===== src/rtl/zorro_pkg.sv =====
// Shared definitions for the Zorro II AutoConfig controller.
//   state_e      : controller state encoding
//   *_OFS        : AutoConfig register word offsets (ADDR[6:1])
//   SIZE_CODE    : er_Type board size code (128 KB)
//   CFG_PAGE     : ADDR[23:16] of the $E8xxxx config space
package zorro_pkg;

  typedef enum logic [2:0] {
    StDisabled,
    StWaitCfgin,
    StRespond,
    StConfigured,
    StShutup
  } state_e;

  // Word offsets: $00, $4A, $48, $4C.
  localparam logic [5:0] ER_TYPE = 6'h00;
  localparam logic [5:0] BASE_LO = 6'h25;
  localparam logic [5:0] BASE_HI = 6'h24;
  localparam logic [5:0] SHUTUP  = 6'h26;

  localparam logic [2:0] SIZE_CODE = 3'b010;
  localparam logic [7:0] CFG_PAGE  = 8'hE8;

endpackage


===== src/rtl/autoconfig_rom.sv =====
// Combinational AutoConfig nibble lookup.
//   offset : word offset within the config page (ADDR[6:1])
//   nibble : value to drive on D15:D12
// Every register reads back inverted except $00, $02, $40 and $42.
module autoconfig_rom
  import zorro_pkg::*;
#(
  parameter logic [15:0] MANUF_ID = 16'h0000,
  parameter logic [7:0]  PROD_ID  = 8'h00,
  parameter logic [31:0] SERIAL   = 32'h00000000,
  parameter logic [15:0] DIAG_VEC = 16'h0000
) (
  input  logic [5:0] offset,
  output logic [3:0] nibble
);

  logic [3:0] raw;
  logic       invert;

  always_comb begin
    raw    = 4'h0;
    invert = 1'b1;
    case (offset)
      ER_TYPE: begin
        raw    = 4'hD;  // Zorro II, no memory link, ROM vector valid
        invert = 1'b0;
      end
      6'h01: begin
        raw    = {1'b0, SIZE_CODE};
        invert = 1'b0;
      end
      6'h02: raw = PROD_ID[7:4];
      6'h03: raw = PROD_ID[3:0];
      6'h08: raw = MANUF_ID[15:12];
      6'h09: raw = MANUF_ID[11:8];
      6'h0A: raw = MANUF_ID[7:4];
      6'h0B: raw = MANUF_ID[3:0];
      6'h0C: raw = SERIAL[31:28];
      6'h0D: raw = SERIAL[27:24];
      6'h0E: raw = SERIAL[23:20];
      6'h0F: raw = SERIAL[19:16];
      6'h10: raw = SERIAL[15:12];
      6'h11: raw = SERIAL[11:8];
      6'h12: raw = SERIAL[7:4];
      6'h13: raw = SERIAL[3:0];
      6'h14: raw = DIAG_VEC[15:12];
      6'h15: raw = DIAG_VEC[11:8];
      6'h16: raw = DIAG_VEC[7:4];
      6'h17: raw = DIAG_VEC[3:0];
      6'h20, 6'h21: invert = 1'b0;
      // Unlisted offsets: inverted zero reads as 4'hF.
      default: raw = 4'h0;
    endcase
  end

  assign nibble = invert ? ~raw : raw;

endmodule


===== src/rtl/zorro_autoconfig.sv =====
// Zorro II AutoConfig controller for the IDE card.
//   CLK, RESET_n          : clock, async active-low reset
//   ADDR[23:1], AS_n,
//   UDS_n, RW, DIN        : CPU bus
//   CFGIN_n / CFGOUT_n    : config chain in / out
//   autoconfig_en         : jumper, low keeps the card transparent
//   DOUT, DOE             : D15:D12 read data and driver enable
//   ide_access            : cycle hits the assigned 128 KB window
//   configured            : base address assigned
module zorro_autoconfig
  import zorro_pkg::*;
#(
  parameter logic [15:0] MANUF_ID = 16'h0000,
  parameter logic [7:0]  PROD_ID  = 8'h00,
  parameter logic [31:0] SERIAL   = 32'h00000000,
  parameter logic [15:0] DIAG_VEC = 16'h0000
) (
  input  logic        CLK,
  input  logic        RESET_n,
  input  logic [23:1] ADDR,
  input  logic        AS_n,
  input  logic        UDS_n,
  input  logic        RW,
  input  logic [3:0]  DIN,
  input  logic        CFGIN_n,
  input  logic        autoconfig_en,
  output logic        CFGOUT_n,
  output logic [3:0]  DOUT,
  output logic        DOE,
  output logic        ide_access,
  output logic        configured
);

  state_e     state_q, state_d;
  logic [7:0] base_q, base_d;
  logic       wr_done_q, wr_done_d;

  logic       cfg_space;
  logic       read_hit;
  logic       wr_hit;
  logic [3:0] rom_nibble;
  logic       unused_bits;

  assign unused_bits = ^{ADDR[15:7], base_q[0]};

  autoconfig_rom #(
    .MANUF_ID (MANUF_ID),
    .PROD_ID  (PROD_ID),
    .SERIAL   (SERIAL),
    .DIAG_VEC (DIAG_VEC)
  ) u_rom (
    .offset (ADDR[6:1]),
    .nibble (rom_nibble)
  );

  assign cfg_space = (ADDR[23:16] == CFG_PAGE);
  assign read_hit  = (state_q == StRespond) && !AS_n && RW && cfg_space;
  // wr_done limits capture to one per AS_n cycle.
  assign wr_hit    = (state_q == StRespond) && !AS_n && !UDS_n && !RW && cfg_space && !wr_done_q;

  always_comb begin
    state_d   = state_q;
    base_d    = base_q;
    wr_done_d = wr_done_q;

    if (AS_n) begin
      wr_done_d = 1'b0;
    end else if (wr_hit) begin
      wr_done_d = 1'b1;
    end

    if (wr_hit) begin
      if (ADDR[6:1] == BASE_LO) base_d[3:0] = DIN;
      if (ADDR[6:1] == BASE_HI) base_d[7:4] = DIN;
    end

    case (state_q)
      StWaitCfgin: begin
        if (!CFGIN_n) state_d = autoconfig_en ? StRespond : StDisabled;
      end
      StRespond: begin
        if (CFGIN_n) begin
          state_d = StWaitCfgin;
        end else if (wr_hit) begin
          if (ADDR[6:1] == BASE_HI) state_d = StConfigured;
          if (ADDR[6:1] == SHUTUP)  state_d = StShutup;
        end
      end
      default: state_d = state_q;  // terminal states hold until reset
    endcase
  end

  always_ff @(posedge CLK or negedge RESET_n) begin
    if (!RESET_n) begin
      state_q   <= StWaitCfgin;
      base_q    <= 8'h00;
      wr_done_q <= 1'b0;
    end else begin
      state_q   <= state_d;
      base_q    <= base_d;
      wr_done_q <= wr_done_d;
    end
  end

  assign DOE        = read_hit;
  assign DOUT       = read_hit ? rom_nibble : 4'h0;
  assign configured = (state_q == StConfigured);
  assign CFGOUT_n   = !((state_q == StDisabled) || (state_q == StConfigured) ||
                        (state_q == StShutup));
  // wr_done masks the tail of the $48 write cycle, which lands in CONFIGURED.
  assign ide_access = configured && !AS_n && !wr_done_q && (ADDR[23:17] == base_q[7:1]);

endmodule


===== config.mk =====
export PLATFORM = sky130hd
export DESIGN_NAME = zorro_autoconfig
export DESIGN_NICKNAME = d
export VERILOG_FILES = /design/src/rtl/zorro_pkg.sv /design/src/rtl/autoconfig_rom.sv /design/src/rtl/zorro_autoconfig.sv
export SDC_FILE = /design/constraint.sdc
export NUM_CORES = 1
export LEC_CHECK = 0
export BUFFER_PORTS_ARGS = -buffer_cell sky130_fd_sc_hd__clkbuf_2
export CAP_MARGIN = 20
export CORE_MARGIN = 3
export CORE_UTILIZATION = 46
export CTS_BUF_LIST = sky130_fd_sc_hd__clkbuf_4 sky130_fd_sc_hd__clkbuf_8 sky130_fd_sc_hd__clkbuf_16
export DETAILED_ROUTE_END_ITERATION = 10
export PLACE_DENSITY_LB_ADDON = 0.3
export SLEW_MARGIN = 20
export SYNTH_ARGS = -nofsm -noshare
export SYNTH_HDL_FRONTEND = slang
export SYNTH_SLANG_ARGS = --single-unit

===== constraint.sdc =====
create_clock -name CLK -period 2.8 [get_ports CLK]
set_input_delay 0.28 -clock CLK [delete_from_list [all_inputs] [get_ports CLK]]
set_output_delay 0.28 -clock CLK [all_outputs]
set_load 0.02 [all_outputs]

* Word level (Yosys, flattened, before mapping) *
Index checks and enable logic that the tools add are counted.

cells by class
  equal/unequal tests = 15
  mux-type cells = 12
  bitwise operators = 1
  reduce and logical (&&, ||, !) cells = 25

operators with widths
  kind                  number
  $eq A6 B6 Y1 const B  5
  $mux W3               5
  $logic_and A1 B1 Y1   10
  $eq A8 B8 Y1 const B  1
  $mux W4               2
  $pmux W4 S2           1
  $eq A7 B7 Y1          1
  $eq A3 B2 Y1 const B  2
  $eq A6 B1 Y1 const B  1
  $logic_not A6 Y1      1
  $pmux W3 S2           1
  $logic_not A1 Y1      5
  $ne A4 B2 Y1 const B  1
  $not A4 Y4            1
  $reduce_and A2 Y1     2
  $reduce_and A4 Y1     1
  $reduce_bool A2 Y1    2
  $reduce_or A4 Y1      1
  $eq A3 B1 Y1 const B  1
  $eq A3 B3 Y1 const B  1
  $logic_not A3 Y1      1
  $ne A3 B3 Y1 const B  1
  $logic_or A1 B1 Y1    2
  $mux W1               2
  other kinds (2)       2

storage, ports and cells
  register bits = 12
  bits of input ports = 34
  output and inout bits = 8
  logic and storage cells = 57

* Longest topological paths before layout *
  depth after elaboration = 9
  depth in mapped cells = 4
  gate-level depth less buffers = 4

* Modules after synthesis *
A second synthesis with hierarchy kept.

unflattened totals
  cells, all modules = 76
  area total of the unflattened synthesis = 774.5 sq um

modules (own cells, without submodules)
  module            instances  cells an instance  area an instance (sq um)  seq. area each (sq um)
  zorro_autoconfig  1          70                 733.2                     276.5
  autoconfig_rom    1          6                  41.3                      0.0

* Worst setup path after synthesis *
No wires, ideal clock.

  kind = reg2out
  start point = register state_q[2]
  end point = output port DOUT[2]
  arrival = 1,563 ps
  data required time = 2,520 ps
  path slack = 957 ps
  stages on the path, launching flop included = 5
  buffers on the path = 1
  cell sequence = dfrtp_1 -> or3b_1 -> nor4_4 -> and3_1 -> buf_4

on the way
  cells in the longest elaborated chain, start to end = 5

RTL lines
  element                            RTL line                 text
  start, declared                    zorro_autoconfig.sv:34   state_e state_q, state_d;
  start signal, assigned             zorro_autoconfig.sv:95   state_q <= StWaitCfgin;
  start signal, assigned             zorro_autoconfig.sv:99   state_q <= state_d;
  $eq A3 B2 Y1                       zorro_autoconfig.sv:57   assign read_hit = (state_q == StRespond) && !AS_n && RW && cfg_space;
  $logic_and A1 B1 Y1 (3 in series)  zorro_autoconfig.sv:57
  $mux W4                            zorro_autoconfig.sv:106  assign DOUT = read_hit ? rom_nibble : 4'h0;
  end, declared                      zorro_autoconfig.sv:28   output logic [3:0] DOUT,

No other way between the ends.

* Final worst setup path *
  start point = register state_q[2]
  end point = output port DOUT[1]

The elaborated chain is that of the path after synthesis.

==> results.cfg <==
[status]
status = finished clean

[logic_synthesis]
netlist_top_cells_area = dfrtp_1, xnor2_1, mux2_2, mux2_4, nor2_1
synthesis.area_sq_um = 751
seq_area_frac_synth = 0.368
yosysTopAreaCell = dfrtp_1
syn-num-nets = 111
yosysWarnings = 0
avgSynthCellArea_sq_um = 9.75
synth_cells = 77
yosysUniqueCellTypes = 32
ys_seq_elements = 11
synth_top_area_frac = 0.333

[worst_setup_path]
cp_max_fo = 7
reg2reg_slack_ps = 890
cp_top_family = simple AND/OR/NAND/NOR gates
path_buf_inv = 1
critPathKind = reg -> out
cp_data_required_time_ps = 2520
slowest_stage = dfrtp_1
arrival_ps = 1840
worst_setup_path_start_kind = flip-flop
cp_slowest_stage_delay_ps = 460
worstPathCellList = or3b_1 > nor4_4 > nand2_1 > a21oi_1 > clkbuf_2
end_kind = primary output

[timing]
fmax_mhz = 471
relSlewSlack = 0.774
layout_min_cycle_time_ps = 2120
fin_worst_skew_ps = 7.27
hold_viol = 0
drv_slew = 0
post-route-period-util = 0.759
rsz0062_at_grt = false
fin_setup_tns_ps = 0
setup_viol = 0
tightestPinTransition_ps = 336

[global_route]
grt_pass1_vias = 634
grt_util_all_layers = 0.191
grt_max_degree = 12
grt_pass1_wl_um = 2840
antenna_found_initial = 0
grt-ovfl-total = 0

[job]
drv_cap = 0

[cts]
worstSkewPairLatency_ps = 270
tritoncts = built
cts_max_level = 1
cts_num_sinks = 11
clock-root-buffer = clkbuf_4
cts-resized-gates = 0
cts_inserted_buffers = 3
clk_path_buf_depth = 2
clkTransAtPathRegs_ps = 80

[placed_design]
portBuffers = 32
post-place-cells = 122
gp_congestion = 0.771
dp.final_hpwl_um = 1420

[finish]
fillers = 124
drive_gt1_frac = 0.429
diodes = 0
fin_cells = 127
area_growth_syn_to_layout_pct = 26.8
num-nets-final = 147

[detailed_routing]
drc = 0
drt-pass1-iter-count = 4
wirelength_um = 1820
ant_nets = 0
drt_iter0_markers = 14
viasPerCell = 5.57
wl_per_cell_um = 14.3
vias = 708

[die]
initial_core_util = 0.531
io_pins = 42
die_h_um = 46.4
die_width_um = 46.4
fp.coreArea_sq_um = 1420
fp-row-count = 13
dieArea_sq_um = 2150

[pwr]
ir_worst_vdd_mv = 0.250
p_leak_uw = 0.000485
p_per_area_nw_per_um2 = 359

[hold_path]
hp-class = in -> reg
[cell usage after synthesis]
cell and count:
a41o_1 1, o21ai_0 3, nor4_1 3, nor2_1 11, mux2_4 3, nor3_1 3, and4b_4 1, nor2b_1 3
dfrtp_1 10, xnor2_1 6, a21o_1 1, xor2_1 1, nand4bb_1 1, o32a_1 1, a21boi_0 1, inv_1 2
and3_1 1, nand3_1 1, or3b_1 1, or2_2 1, or4bb_1 1, and4_1 1, nor4_4 1, nand2b_1 1
nand4_1 1, buf_4 2, a21oi_1 2, or3_1 2, mux2_2 4, nand3_2 1, nand2_1 5, dfstp_2 1
[kinds of logic after synthesis]
group                  after synthesis  share of synthesized area
AND/OR/NAND/NOR                     39                      0.320
XOR/XNOR                             7                     0.0817
multiplexers                         7                      0.120
flip-flops                          11                      0.368
buffers and inverters                4                     0.0300
AO/OA/AOI/OAI                        9                     0.0800
[cells in the final DEF, fill, tap and decap left out, drive strengths merged]
cell type    count
dlygate4sd3      1
a41o             1
nand4bb          1
a21oi            2
nor2b            3
nor2            11
xor2             1
clkbuf          35
o32a             1
o21ai            3
clkinv           1
or3b             1
or3              2
xnor2            6
a21o             1
or2              1
nor4             4
a21boi           1
and3             1
mux2             7
nand2            5
dfstp            1
nor3             3
or4bb            1
nand3            2
and4b            1
dfrtp           10
nand4            1
and4             1
nand2b           1
inv              2
[metal layers]
layer / wire length [um] / share of wire / global-route usage / vias to the layer above
li1: - / - / - / 348
met1: 802 / 0.44 / 0.232 / 332
met2: 878 / 0.48 / 0.332 / 26
met3: 130 / 0.071 / 0.0234 / 2
met4: 10 / 0.0055 / 0.0852 / 0
met5: 0 / 0 / 0 / -
[report_power, final]
part,internal (uW),switching (uW),leakage [uW]
clock network,52.8,54.6,0.0000177
registers,162,5.95,0.000145
logic,29.5,36.7,0.000323
[final timing paths]
path | end | depth (start not counted) | start
worst max-delay path | DOUT[1] | 5 | state_q[2]$_DFFE_PN0P_
worst min-delay path | wr_done_q$_DFFE_PN0P_ | 2 | AS_n
worst max register to register | base_q[1]$_DFFE_PN0P_ | 4 | state_q[2]$_DFFE_PN0P_
worst min register to register | base_q[1]$_DFFE_PN0P_ | 1 | base_q[1]$_DFFE_PN0P_
max in group asynchronous | state_q[0]$_DFFE_PN1P_ | 2 | RESET_n
min in group asynchronous | base_q[3]$_DFFE_PN0P_ | 2 | RESET_n
[stage by stage]
step	area (sq um)	utilization	hold slack, ps	worst slack [ps]	total power (uW)
finish	952	0.673	185	676	342
global placement	915	0.646	172	907	233
floorplan	751	-	-15.6	957	199
global route	952	0.673	180	500	363
detailed placement	915	0.646	175	910	235
CTS	952	0.673	175	678	348
[worst reg2reg max path: stages (launching register included)]
cell and delay [ps]:
dfrtp_1 460, or3b_1 420, nor4_4 260, and4b_4 350
mux2_4 310
[what timing repair did]
action                    in CTS  in global routing
hold buffers                   1                  0
hold endpoints to repair      10                  0
setup buffers                  0                  0
[area by class of cell]
class	instances	area [sq um]	share of cell area
timing repair buffer	33	170	0.179
multi-input combinational	62	452	0.474
tap	15	18.8	0.0197
clock inverter	1	5.00	0.00526
inverter	2	7.51	0.00788
sequential	11	277	0.290
clock buffer	3	22.5	0.0237
[flip-flops by register name (all words and copies together) (netlist names)]
register / flops
base_q: 7
wr_done_q: 1
state_q: 3
No activity file was read; power rests on OpenSTA's default activity.
